File: src/rtl/sm83_seq.sv
// sm83_seq: T-cycle / M-cycle timing generator for the SM83 core.
// Drives one-hot T1..T4 phase strobes, the per-instruction M-cycle index and
// the single-tick mread/mwrite launch pulses for the bus interface. Owns the
// RUN/HALT/STOP power states.
// Optional build macro: SM83_SEQ_DBG_STALL_EN adds a dbg_stall input that
// freezes the phases at an M-cycle boundary, like STOP but without 'stopped'.
module sm83_seq #(
    parameter int unsigned MCYC_WIDTH = 3
) (
    input  logic                  clk,
    input  logic                  reset,
    input  logic                  ctl_mread,
    input  logic                  ctl_mwrite,
    input  logic                  ctl_mcyc_last,
    input  logic                  ctl_halt,
    input  logic                  ctl_stop,
    input  logic                  irq_pending,
    input  logic                  stop_wake,
`ifdef SM83_SEQ_DBG_STALL_EN
    input  logic                  dbg_stall,
`endif
    output logic                  t1,
    output logic                  t2,
    output logic                  t3,
    output logic                  t4,
    output logic [MCYC_WIDTH-1:0] mcyc,
    output logic                  mread,
    output logic                  mwrite,
    output logic                  halted,
    output logic                  stopped,
    output logic                  req_conflict
);

    typedef enum logic [1:0] {
        StRun,
        StHalt,
        StStop,
        StStall
    } state_e;

    localparam logic [3:0]            PhT1     = 4'b0001;
    localparam logic [3:0]            PhT4     = 4'b1000;
    localparam logic [MCYC_WIDTH-1:0] MCYC_MAX = '1;

    state_e                  state_q;
    logic [3:0]              phase_q;
    logic [MCYC_WIDTH-1:0]   mcyc_q;
    logic                    conflict_q;
    // Set while reset is held: the T4 shown during reset is not a real M-cycle
    // end, so the first edge after release must not act as a boundary.
    logic                    boot_q;
    logic                    stall_req;
    logic                    frozen;
    logic                    launch;

`ifdef SM83_SEQ_DBG_STALL_EN
    assign stall_req = dbg_stall;
`else
    assign stall_req = 1'b0;
`endif

    // Phase rotation, M-cycle index, power state and sticky conflict flag.
    always_ff @(posedge clk) begin
        if (reset) begin
            state_q    <= StRun;
            phase_q    <= PhT4;
            mcyc_q     <= '0;
            conflict_q <= 1'b0;
            boot_q     <= 1'b1;
        end else begin
            boot_q <= 1'b0;
            unique case (state_q)
                StRun: begin
                    phase_q <= {phase_q[2:0], phase_q[3]};
                    if (phase_q[3] && !boot_q) begin
                        if (ctl_mread && ctl_mwrite) begin
                            conflict_q <= 1'b1;
                        end
                        if (ctl_mcyc_last) begin
                            mcyc_q <= '0;
                        end else if (mcyc_q != MCYC_MAX) begin
                            mcyc_q <= mcyc_q + 1'b1;
                        end
                        if (ctl_stop) begin
                            state_q <= StStop;
                            phase_q <= PhT4;
                        end else if (stall_req) begin
                            state_q <= StStall;
                            phase_q <= PhT4;
                        end else if (ctl_halt) begin
                            state_q <= StHalt;
                            mcyc_q  <= '0;
                        end
                    end
                end
                StHalt: begin
                    phase_q <= {phase_q[2:0], phase_q[3]};
                    mcyc_q  <= '0;
                    if (phase_q[3] && irq_pending) begin
                        state_q <= StRun;
                    end
                end
                StStop: begin
                    if (stop_wake) begin
                        state_q <= StRun;
                        phase_q <= PhT1;
                    end
                end
                StStall: begin
                    if (!stall_req) begin
                        state_q <= StRun;
                        phase_q <= PhT1;
                    end
                end
                default: begin
                    state_q <= StRun;
                    phase_q <= PhT4;
                end
            endcase
        end
    end

    // Phase strobes are masked while frozen; bus launches only at a live RUN T4.
    always_comb begin
        frozen       = (state_q == StStop) || (state_q == StStall);
        t1           = phase_q[0] & ~frozen;
        t2           = phase_q[1] & ~frozen;
        t3           = phase_q[2] & ~frozen;
        t4           = phase_q[3] & ~frozen;
        launch       = phase_q[3] & (state_q == StRun) & ~reset & ~boot_q;
        mwrite       = launch & ctl_mwrite;
        mread        = launch & ctl_mread & ~ctl_mwrite;
        mcyc         = mcyc_q;
        halted       = (state_q == StHalt);
        stopped      = (state_q == StStop);
        req_conflict = conflict_q;
    end

endmodule

File: config.mk
export PLATFORM = sky130hd
export DESIGN_NAME = sm83_seq
export DESIGN_NICKNAME = d
export VERILOG_FILES = /design/src/rtl/sm83_seq.sv
export SDC_FILE = /design/constraint.sdc
export NUM_CORES = 1
export LEC_CHECK = 0
export ABC_AREA = 1
export CORE_MARGIN = 1
export CORE_UTILIZATION = 37
export DETAILED_ROUTE_END_ITERATION = 10
export DONT_BUFFER_PORTS = 1
export GPL_ROUTABILITY_DRIVEN = 0
export PLACE_DENSITY = 0.52
export SYNTH_ARGS = -nofsm -noshare
export SYNTH_HDL_FRONTEND = slang
export SYNTH_SLANG_ARGS = --single-unit
File: constraint.sdc
create_clock -name clk -period 1.4 [get_ports clk]
set_clock_uncertainty 0.05 [all_clocks]
set_input_delay 0.28 -clock clk [delete_from_list [all_inputs] [get_ports clk]]
set_output_delay 0.28 -clock clk [all_outputs]
set_load 0.1 [all_outputs]
# Word-level counts from Yosys, hierarchy flattened
# Cells that the tools add are included.
[totals]
mem_bits_rw = 0
mem_bits_ro = 0
in_bits = 9
wordCells = 55
latch_bits = 0
regBits = 11
out_inout_bits = 12
n_memories = 0
[op_classes]
muxes = 17
shifts = 0
reduce_logical = 10
n_div = 0
multipliers = 0
n_addsub = 1
n_eq_ne = 8
order_cmp = 0
bitwise_logic = 14
[op_table]
columns = ["cell", "n"]
rows = [
  ["case mux 4 bit (4 select lines)", 1],
  ["2-to-1 mux 3 bit", 5],
  ["2-to-1 mux 4 bit", 3],
  ["AND 1 bit", 10],
  ["2-to-1 mux 2 bit", 5],
  ["case mux 2 bit (4 select lines)", 1],
  ["!= test 3 bit, second input constant", 2],
  ["case mux 3 bit (2 select lines)", 1],
  ["== test 2 bit, second input constant", 2],
  ["!= test 2 bit, second input constant", 2],
  ["inverter 1 bit", 4],
  ["AND reduction 4 bit", 1],
  ["adder 3 x 1 -> 3 bit, second input constant", 1],
  ["logical AND 1 bit", 3],
  ["AND reduction 3 bit", 1],
  ["== test 2 x 1 -> 1 bit, second input constant", 1],
  ["zero test 2 bit", 1],
  ["!= test 2 x 1 -> 1 bit, second input constant", 1],
  ["AND reduction 2 bit", 1],
  ["nonzero test 2 bit", 1],
  ["zero test 1 bit", 1],
  ["logical OR 1 bit", 1],
  ["2-to-1 mux 1 bit", 1],
]

# Logic depth before layout (Yosys ltp)
# Gate-level depths: netlist of the first run.
[depth]
depth_word = 7
mapped_depth = 8
depth_no_buf = 8

# Worst setup path after synthesis of the first run
# Ideal clock, no wire load.
[synth_path]
path_type = "register -> register"
startpoint = "register state_q[0]"
endpoint = "register mcyc_q[2], in the netlist mcyc[2]"
t_arrival_ns = 2.191
slack_ns = -0.963
setup_ns = 0.122
period_less_slack_ns = 2.363
stages_incl_launch_ff = 6
t_required_ns = 1.228
path_buffers = 0
cell_sequence = "dfxtp_1 inv_1 nor2_1 nor2_1 nand2_1 a21oi_1"
[synth_between]
elab_chain_len = 3
word_cells_on_any_way = 6
cone_classes = "2 x eq/ne; 1 x mux; 3 x reduce/logical"
[synth_lines]
columns = ["item", "line_no", "rtl"]
rows = [
  ["start: declaration", "45", "state_e state_q;"],
  ["start signal: assignment", "65", "state_q <= StRun;"],
  ["start signal: assignment", "85", "state_q <= StStop;"],
  ["start signal: assignment", "88", "state_q <= StStall;"],
  ["== test 2 x 1 -> 1 bit *", "-", ""],
  ["named net halted", "29", "output logic halted,"],
  ["nonzero test 2 bit (no source line)", "-", ""],
  ["AND reduction 2 bit (no source line)", "-", ""],
  ["end signal: assignment", "82", "mcyc_q <= mcyc_q + 1'b1;"],
  ["end: declaration", "47", "logic [MCYC_WIDTH-1:0] mcyc_q;"],
]
# Mark *: on every way through the listed nets, which the timed path passes. The rest lies on a longest branch.
# A chain may end at the register's enable or synchronous reset.

# Final worst setup path of the first run
[layout_path]
startpoint = "register state_q[1]"
endpoint = "output mread"
[layout_between]
elab_chain_len = 6
[layout_lines]
columns = ["item", "line_no", "rtl"]
rows = [
  ["zero test 2 bit", "130", "launch = phase_q[3] & (state_q == StRun) & ~reset & ~boot_q;"],
  ["AND 1 bit (3 in a row)", "130", ""],
  ["AND 1 bit (2 in a row)", "132", "mread = launch & ctl_mread & ~ctl_mwrite;"],
  ["end: declaration", "27", "output logic mread,"],
]
# Every way passes these cells.

==> results of run 1 <==
cells in the mapped netlist, drive strengths merged:
cell type / count / share of area (%)
a21oi: 7 / 5.7
buf: 1 / 1.8
dfxtp: 11 / 36
ha: 1 / 2.0
inv: 17 / 10
nand2: 31 / 20
nand3: 5 / 4.9
nor2: 17 / 15
o2111ai: 1 / 1.4
o21ai: 2 / 1.6
xnor2: 1 / 1.4
per-stage QoR:
stage / utilization [%] / instances / TNS, ns / hold WS (ns)
after floorplan: - / 94 / -1.90 / 0.258
after global placement: 59.0 / 126 / 0 / 0.258
after detailed placement: 59.0 / 126 / 0 / 0.258
after CTS: 63.5 / 132 / -0.843 / 0.00669
after global routing: 67.8 / 138 / -0.946 / 0.00702
final: 67.8 / 138 / -0.515 / 0.0256
cell families after synthesis:
group | synth area share, %
buffers and inverters | 12.2
adder cells (fa/ha/maj) | 2.03
XOR/XNOR | 1.42
AND/OR/NAND/NOR | 39.8
AO/OA/AOI/OAI | 8.74
flip-flops | 35.8
cells in the final DEF (no fill, tap or decap):
cell and n:
a21oi_1 7, buf_12 8, buf_4 12, buf_6 3
clkbuf_4 3, clkinv_2 1, dfxtp_1 5, dfxtp_2 4
dfxtp_4 2, dlygate4sd3_1 2, ha_1 1, inv_1 14
inv_2 1, inv_4 1, inv_6 1, nand2_1 28
nand2_2 2, nand2_4 1, nand3_1 4, nand3_2 1
nor2_1 5, nor2_2 2, nor2_4 10, o2111ai_1 1
o21ai_0 2, xnor2_1 1
worst max-delay path, stage by stage, from the launching register on:
cell and delay, ns:
dfxtp_2 0.34, nor2_4 0.11, inv_2 0.05, nor2_4 0.11
nand2_4 0.08, nor2_4 0.10, buf_12 0.18
power by group through the flow:
stage | Combinational, mW | Clock [mW] | Sequential (mW)
floorplan | 0.323 | 0 | 0.392
global placement | 0.514 | 0 | 0.358
detailed placement | 0.516 | 0 | 0.359
CTS | 0.542 | 0.219 | 0.354
global route | 0.622 | 0.248 | 0.357
finish | 0.589 | 0.213 | 0.355
registers in the layout, indices dropped and copies added (netlist names):
signal	cells
phase_q	4
state_q	2
mcyc	3
boot_q	1
req_conflict	1
path summary, 6_finish.rpt:
path	slack, ns	endpoint	cells past startpoint
worst min-delay path	0.03	phase_q[2]$_SDFFE_PP0N_	1
worst max register to register	0.15	mcyc[2]$_SDFFE_PP0P_	6
worst max-delay path	-0.17	mread	6
worst min register to register	0.42	phase_q[2]$_SDFFE_PP0N_	2
timing repair:
item | CTS | global route
cloned | 0 | 0
pin swaps | 5 | 4
hold buffers | 1 | 1
resized for setup | 7 | 8
buffers inserted | 1 | 7
setup endpoints to repair | 8 | 8
endpoints found under the hold margin | 1 | 2
metal layers:
| layer | routed length [um] | vias to the layer above | track usage [%] |
|---|---|---|---|
| met5 | 0 | - | 0 |
| met1 | 640 | 286 | 21.6 |
| li1 | - | 342 | - |
| met3 | 43 | 2 | 2.55 |
| met4 | 12 | 0 | 9.38 |
| met2 | 913 | 13 | 35.8 |
area by class of cell:
| cell class | instances | area (um^2) |
|---|---|---|
| clock buffers | 3 | 22.5 |
| clock inverters | 1 | 5.00 |
| fillers | 138 | 490 |
| inverters | 17 | 71.3 |
| multi-input cells | 65 | 378 |
| flip-flops and latches | 11 | 233 |
| well taps | 16 | 20.0 |
| repair buffers | 25 | 304 |
==> results.md, run 1 <==
- Critical path endpoint category: output pin
- Sw Share: between 40% and 50%
- Worst slack at placement: approximately 0.089 ns
- Overall power after layout: 1.16 mW
- Number of global-route vias before repair: 618
- Status: finished with violations
- Int Pwr: 664 uW
- Worst path setup slack after routing: -0.168 ns
- Post-Synthesis Cell Area: approximately 620 um^2
- Clock input transition at the sequential cells of the worst setup and hold paths: 0.07 ns
- Share of the clock period used by the worst path after layout: 112%
- Post-Syn Nets: 104
- Initial antenna violation count: 0
- Half-perimeter wire length after detailed placement: about 1.1 mm
- Number of buffers inserted by port buffering: 0
- Global-route wire length before repair: around 2.6 mm
- Sequential cell area fraction in the yosys report: 35.8%
- Final Hold Violating Endpoints: 0
- Detailed-route via count: 643
- PD cells: 1120 mW/mm^2
- # Max-Cap Violations: 0
- Die Width: 42.8 um
- Max transition margin: 79.8%
- Setup repair after global routing missed its margin: yes
- Number of warnings reported in the yosys synthesis log: 0
- Proportion of power drawn by flip-flops and latches: 30.7%
- Hold crit path type: in -> reg
- Core Region: 0.00152 mm^2
- First-pass detailed-route iteration total: 4
- Worst skew pair latency: 0.26 ns
- Beginning of the worst hold path: reset
- Clock group share of total power: between 10% and 20%
- Startpoint of the worst setup timing path: state_q[1]$_SDFFE_PP0P_
- Required time of the worst setup path: 1.07 ns
- Number of antenna-violating nets in the routed design: 0
- Total overflow reported by the global router: 0
- Antenna fix cells: 0
- Post-Syn Instances: 94
- Drc violations: 0
- Flops & latches, synth: 11
- Average cell area after synthesis: 6.55 um^2
- Peak supply drop: 0.895 mV
- H-tree level count: 1
- Total wirelength of the detailed-routed design: approximately 1.6 mm
- Height of the die: ~43 um
- Worst Setup Path Type: reg -> out
- Clock tree sinks: 11
- Via/cell ratio: 4.66
- Number of nets in the layout: 133
- Number of placement rows: 14
- Root Buffer Master: clkbuf_4
- Final worst path period need: 1.57 ns
- Total routing resource utilization after global routing: 19.5%
- Max-slew violation total from the final report: 0
- Peak Freq: 0.638 GHz
- Fraction of final layout cells sized beyond drive strength 1: 42.6%
- Switching power: 493 uW
- Layout Area Growth over Synthesis: 67.9%
- Routed length per instance: about 12 um
- Combinational fraction of design power: 50.9%
- Largest fanout on the critical path: 2
- Maximum number of buffers from clock root to sink: 2
- Number of buffers created by CTS: 3
- I/O Pins: 21
- Distinct cells, synth: 16
- Final setup viols: 4
- Violations in the final reports: setup timing
- Transition at the pin with the smallest max-transition slack: a little over 0.3 ns
- Startpoint types: flop
- Static leakage: 0.479 nW
- Post-route cell area: roughly 0.0010 mm^2
- R2r startpoint: state_q[1]$_SDFFE_PP0P_
- Area of the die: 0.00183 mm^2
- Clock tree from TritonCTS: yes
- Data arrival time at the worst-slack endpoint: 1.24 ns
- Starting DRC count in detailed routing: 5
- Post-placement cell area: 900 um^2
- Starting Density: around two fifths
- Largest net degree at the start of global routing: 10
Note: power is estimated with default switching activity, not from simulation.
==> run 2: changes to the inputs <==
- ABC_AREA: 1 -> 0
- PLACE_DENSITY: 0.52 -> 0.54
==> run 2 against run 1 <==
Against the previous run:
- the run still ends with setup timing left
- critical endpoint unchanged
- critical path depth shrank 2
- first-iteration DRC count grew to 3.2 times the previous value
- global-route usage grew 0.54 points
- critical path type unchanged
- setup slack lost 0.074 ns
- clock power grew 7%
- cell count shrank 20%
- die area shrank 5.1%
- sequential share of layout area shrank 0.48 points
- count of clock-buffer cells in the layout grew 1
- via count shrank 2.8%
- non-clock buffer count grew 3
- power shrank 21%
- largest power group unchanged
==> results.md, run 2 <==
- Post-synthesis xor/xnor area fraction: 0%
- Sequential cell area fraction in the yosys report: a little under two fifths
- Setup repair after global routing missed its margin: yes
- Data arrival time at the worst-slack endpoint: 1.31 ns
- Final design utilization: 78.0%
- Starting DRC count in detailed routing: 16
- Share of the clock period used by the worst path after layout: 117%
- Antenna fix cells: 0
- Worst path setup slack after routing: -0.242 ns
- Routed length per instance: between 15 and 20 um
- Slowest-stage cell, CP: dfxtp_2
- Int Pwr: a little under 600 uW
- Setup Total Neg Slack: -0.799 ns
- Worst Setup Path Type: reg -> out
- Most common cell in the netlist: dfxtp_1
- Distinct cells, synth: 29
- Global-route wire length before repair: 2.59 mm
- Mux cell area share after synthesis: 0%
- Via/cell ratio: around 5.6
- Max-slew violation total from the final report: 0
- Sw Share: a little over a third
- Compound-cell area share of the yosys netlist: 22.3%
- Beginning of the worst hold path: reset
- # Max-Cap Violations: 0
- Average cell area after synthesis: ~8.7 um^2
- Clock tree sinks: 11
- Cell class contributing the biggest share of worst-path delay: simple AND/OR/NAND/NOR gates
- Number of flip-flops in the largest register: 4
- Clock group share of total power: 25.0%
- Count of buffer and inverter cells on the critical path: 1
- Startpoint types: flop
- Layout Area Growth over Synthesis: 85.0%
- Share of flip-flops with an asynchronous set or reset: 0%
- Peak Freq: 0.609 GHz
- Number of antenna-violating nets in the routed design: 0
- Die Width: roughly 42 um
- Non-filler instance count after layout: 111
- Root Buffer Master: clkbuf_4
- Number of placement rows: 13
- Post-Synthesis Cell Area: just under 600 um^2
- Hold endpoint: phase_q[2]$_SDFFE_PP0N_
- Area of the die: about 0.0017 mm^2
- H-tree level count: 1
- Largest fanout on the critical path: 3
- Max transition margin: 79.1%
- Reg2Reg Depth: 7
- Combinational family with the most area after synthesis: simple AND/OR/NAND/NOR gates
- Number of nets in the layout: 107
- Number of global-route vias before repair: 560
- Largest net degree at the start of global routing: 13
- PD cells: 845 mW/mm^2
- Violations in the final reports: setup timing
- Static leakage: 0.418 nW
- Worst skew pair latency: 0.28 ns
- Maximum number of buffers from clock root to sink: 2
- Post-Synth Adder-Cell Area: 2.15%
- Ranking of synthesized cells by instance count: dfxtp_1 (11), nor2_1 (10), nand2_1 (5)
- Number of fill cells in the layout: 97
- R2r startpoint: state_q[0]$_SDFFE_PP0P_
- Area occupied by multi-input gates: approximately 450 um^2
- Largest stage delay on the critical path: 0.33 ns
- Proportion of power drawn by flip-flops and latches: a little under two fifths
- Number of warnings reported in the yosys synthesis log: 0
- First-pass detailed-route iteration total: 4
- Critical path endpoint category: output pin
- Initial antenna violation count: 0
- Final worst path period need: 1.64 ns
- Post-synth EDFFs: 0
- Worst R2R Setup Slack: -0.07 ns
- Core Region: ~0.0014 mm^2
- Flops & latches, synth: 11
- Status: finished with violations
- Height of the die: 41.7 um
- I/O Pins: 21
- Half-perimeter wire length after detailed placement: 1.08 mm
- Detailed-route via count: 625
- Total wirelength of the detailed-routed design: ~1.9 mm
- Final Hold Violating Endpoints: 0
- Overall power after layout: 912 uW
- Number of buffers created by CTS: 3
- Final setup viols: 12
- Worst slack at placement: between 0.06 and 0.07 ns
- Most flop-heavy register: phase_q
- Clock input transition at the sequential cells of the worst setup and hold paths: 0.08 ns
- Post-Syn Nets: 77
- Post-synth top flop: dfxtp_1
- Largest cells by area after synthesis: dfxtp_1 (38%), nor2_1 (6.4%), nor2b_1 (4.3%), a22oi_1 (3.9%), nor3_1 (3.4%)
- Combinational fraction of design power: between 30% and 40%
- Post-Synth Simple-Gate Area: about a third
- Hold crit path type: in -> reg
- Share of the synthesized area in the top cell type: 37.8%
- Required time of the worst setup path: 1.07 ns
- Drc violations: 0
- Post-placement cell count: between 90 and 100
- Starting Density: 42.2%
- Clock tree from TritonCTS: yes
- Commonest non-fill, non-tap cell in the layout: buf_4
- Total routing resource utilization after global routing: 20.0%
- Dominant cell type by area after synthesis: dfxtp_1
- List of cells traversed by the critical path: nor2b_4 > and3_4 > and3b_4 > buf_12
- Reg-to-reg endpoint: state_q[0]$_SDFFE_PP0P_
- Switching power: 334 uW
- Sequential cell area: 238 um^2
- Peak supply drop: 0.551 mV
- Cell depth of the worst min-delay path: 1
- Transition at the pin with the smallest max-transition slack: 0.311 ns
- Fraction of final layout cells sized beyond drive strength 1: 67.7%
- Total overflow reported by the global router: 0
- Commonest cells after routing, fill and taps aside: buf_4 (13), buf_12 (8), nor2_1 (6)
- Post-Syn Instances: 67
- Number of buffers inserted by port buffering: 0
## run 2: cell count changes in the layout (fill, tap and decap cells not counted), sizes merged, moves of 2 or more
cell   before  now
a22oi       0    3
nor2b       0    6
inv        17    4
buf        23   26
nand2      31    5
a31o        0    2
a21oi       7    4
nor3        0    4
nor2       17   10
nand3       5    1
## run 2: logic make-up (layout without fill, tap and decap cells)
group                    Yosys count  count (layout)
AND/OR/NAND/NOR                   32              32
buffers and inverters              7              36
adder cells (fa/ha/maj)            1               1
flip-flops                        11              11
AO/OA/AOI/OAI                     16              16
## run 2: final cells by class
| class | instances | area share (%) |
|---|---|---|
| Multi-Input combinational cell | 49 | 41.4 |
| Clock buffer | 4 | 2.44 |
| Sequential cell | 11 | 22.0 |
| Tap cell | 15 | 1.74 |
| Inverter | 4 | 1.39 |
| Timing Repair Buffer | 28 | 31.0 |
## run 2: routing by layer
metal	vias to the layer above	track usage, %	routed length [um]
met5	-	0	0
met4	0	3.87	63
met3	8	8.70	103
met2	21	32.5	981
met1	303	24.7	746
li1	293	-	-
## run 2: worst max-delay path by stage
stage	from	endpoint	slack, ns	cells past startpoint
3_5_place_dp	phase_q[3]$_SDFFE_PP1N_	mread	0.07	4
5_1_grt	phase_q[3]$_SDFFE_PP1N_	mread	-0.29	4
6_report	phase_q[3]$_SDFFE_PP1N_	mread	-0.24	4
3_3_place_gp	phase_q[3]$_SDFFE_PP1N_	mread	0.07	4
4_1_cts	phase_q[3]$_SDFFE_PP1N_	mread	-0.24	4
2_1_floorplan	state_q[1]$_SDFFE_PP0P_	phase_q[1]$_SDFFE_PP0N_	-0.33	4
## run 2: power by group through the flow
stage	logic (mW)	clock network [mW]	registers, mW
final	0.349	0.228	0.335
after global routing	0.359	0.251	0.337
after CTS	0.314	0.235	0.335
after detailed placement	0.289	0	0.340
after global placement	0.286	0	0.340
after floorplan	0.179	0	0.365
## run 2: repair_timing
item,4_1_cts,5_1_grt
hold endpoints to repair,1,3
setup endpoints to repair,8,13
gates resized for setup,13,15
hold buffers,1,1
pin swaps,5,8
setup buffers,4,4
## run 2: stage by stage
stage | hold WS (ns) | instance area [um^2]
final | 0.0197 | 1080
after global routing | 0.00493 | 1080
after CTS | 0.00208 | 977
after detailed placement | 0.259 | 865
after global placement | 0.259 | 865
after floorplan | 0.258 | 643
==> run 3: changes to the inputs <==
- CELL_PAD_IN_SITES_DETAIL_PLACEMENT: unset -> 2
- CELL_PAD_IN_SITES_GLOBAL_PLACEMENT: unset -> 2
- CORE_UTILIZATION: 37 -> 32
- PLACE_DENSITY: 0.54 -> 0.75
- TNS_END_PERCENT: unset -> 50
==> run 3 against run 2 <==
Against the previous run:
- the run still ends with setup timing left
- count of clock-buffer cells in the layout unchanged
- hold slack worse by 0.010 ns
- wire length up 62%
- register-to-register slack better by 0.04 ns
- via count up 6.9%
- first-iteration DRC count down 75%
- power up 3.2%
- largest cell class unchanged
- largest power group unchanged
==> results.md, run 3 (synthesized netlist as in run 2, its figures left out) <==
- Violations in the final reports: setup timing
- Area of the die: 0.00200 mm^2
- Global-route wire length before repair: 3.80 mm
- Number of nets in the layout: around 110
- Setup repair after global routing missed its margin: yes
- Worst skew pair latency: 0.29 ns
- Max transition margin: between 70 and 80%
- Height of the die: approximately 45 um
- Reg-to-reg endpoint: phase_q[2]$_SDFFE_PP0N_
- Root Buffer Master: clkbuf_4
- Slowest-stage cell, CP: dfxtp_1
- Number of cells on the critical path: 4
- List of cells traversed by the critical path: nor2b_4 > and3_4 > and3b_2 > buf_12
- Final worst path period need: 1.75 ns
- Half-perimeter wire length after detailed placement: around 1.6 mm
- Count of buffer and inverter cells on the critical path: 1
- Required time of the worst setup path: 1.07 ns
- Max-slew violation total from the final report: 0
- Commonest cells after routing, fill and taps aside: buf_12 (11), buf_4 (11), nor2_1 (7)
- Clock tree sinks: 11
- Hold crit path type: in -> reg
- Antenna fix cells: 0
- Number of global-route vias before repair: 707
- Non-filler instance count after layout: 119
- Total routing resource utilization after global routing: approximately 28%
- Worst Setup Path Type: reg -> out
- Status: finished with violations
- Beginning of the worst hold path: reset
- Starting Density: 34.1%
- Data arrival time at the worst-slack endpoint: 1.42 ns
- Largest stage delay on the critical path: around 0.37 ns
- Clock tree from TritonCTS: yes
- Worst R2R Setup Slack: -0.03 ns
- Number of buffers inserted by port buffering: 0
- Core Region: between 0.0015 and 0.002 mm^2
- Reg2Reg Depth: 6
- Final Hold Violating Endpoints: 0
- R2r startpoint: state_q[0]$_SDFFE_PP0P_
- Transition at the pin with the smallest max-transition slack: 0.339 ns
- I/O Pins: 21
- Drc violations: 0
- Maximum number of buffers from clock root to sink: 2
- Routed length per instance: between 20 and 30 um
- Layout Area Growth over Synthesis: 80.7%
- Final setup viols: 10
- Largest fanout on the critical path: 3
- Static leakage: 0.414 nW
- Number of placement rows: 15
- Initial antenna violation count: 0
- Cell depth of the worst min-delay path: 1
- Via/cell ratio: approximately 5.6
- Die Width: between 40 and 50 um
- First-pass detailed-route iteration total: 4
- Share of the clock period used by the worst path after layout: 125%
- # Max-Cap Violations: 0
- Peak Freq: 0.570 GHz
- H-tree level count: 1
- PD cells: 893 mW/mm^2
- Startpoint types: flop
- Post-placement cell count: 108
- Detailed-route via count: 668
- Cell class contributing the biggest share of worst-path delay: simple AND/OR/NAND/NOR gates
- Setup Total Neg Slack: -1.07 ns
- Worst path setup slack after routing: -0.354 ns
- Number of flip-flops in the largest register: 4
- Number of buffers created by CTS: 3
- Number of antenna-violating nets in the routed design: 0
- Fraction of final layout cells sized beyond drive strength 1: 62.8%
- Largest net degree at the start of global routing: 13
- Most flop-heavy register: phase_q
- Starting DRC count in detailed routing: 4
- Clock input transition at the sequential cells of the worst setup and hold paths: 0.08 ns
- Final design utilization: 61.7%
- Total overflow reported by the global router: 0
- Total wirelength of the detailed-routed design: 3.07 mm
- Peak supply drop: 0.489 mV
- Hold endpoint: phase_q[1]$_SDFFE_PP0N_
- Critical path endpoint category: output pin
- Overall power after layout: 941 uW
==> run 3: cell count changes in the layout (fill, tap and decap cells not counted), sizes merged <==
cell	previous run	this run
buf	26	24
==> run 3: how the worst max path moves through the flow <==
stage                                        from                      end  slack [ns]
after global routing      phase_q[3]$_SDFFE_PP1N_                    mread       -0.37
after CTS                 phase_q[3]$_SDFFE_PP1N_                    mread       -0.27
after floorplan           state_q[1]$_SDFFE_PP0P_  phase_q[1]$_SDFFE_PP0N_       -0.33
after detailed placement  state_q[0]$_SDFFE_PP0P_                    mread       -0.02
final                              boot_q$_DFF_P_                    mread       -0.35
after global placement    phase_q[3]$_SDFFE_PP1N_                    mread        0.06
==> run 3: cell type report <==
cell class                      instances  area, um^2
Fill cell                             154         654
Multi-Input combinational cell         49         408
Timing Repair Buffer                   26         345
Sequential cell                        11         228
Tap cell                               25        31.3
Clock buffer                            4        26.3
Inverter                                4        15.0
==> run 3: power by group <==
group	internal, mW	switching [mW]	total (mW)
clock network	0.111	0.127	0.238
logic	0.143	0.216	0.359
registers	0.329	0.0146	0.344
==> run 3: metal layers <==
layer | wire, um | GRT usage [%]
met1 | 1210 | 33.7
met2 | 1550 | 51.8
met3 | 159 | 4.90
met4 | 141 | 7.27
met5 | 0 | 0
==> run 3: timing repair <==
action	in CTS	in global routing
gates resized for setup	17	7
hold buffers	1	1
pin swaps	6	6
endpoints found under the setup margin	8	12
hold endpoints to repair	1	1
setup buffers	4	2
==> run 3: stage by stage <==
| stage | worst slack (ns) | area (um^2) | hold slack (ns) |
|---|---|---|---|
| floorplan | -0.334 | 604 | 0.258 |
| global placement | 0.0586 | 877 | 0.259 |
| detailed placement | -0.0226 | 877 | 0.259 |
| CTS | -0.265 | 1010 | 0.0000103 |
| global route | -0.374 | 1050 | 0.00119 |
| finish | -0.354 | 1050 | 0.00923 |
==> run 3: worst register-to-register path, cell delays in order (launching register included) <==
cell,delay (ns)
dfxtp_2,0.34
buf_6,0.13
buf_12,0.13
nor3b_4,0.29
nand2_2,0.12
a22oi_2,0.18
nor2_1,0.07
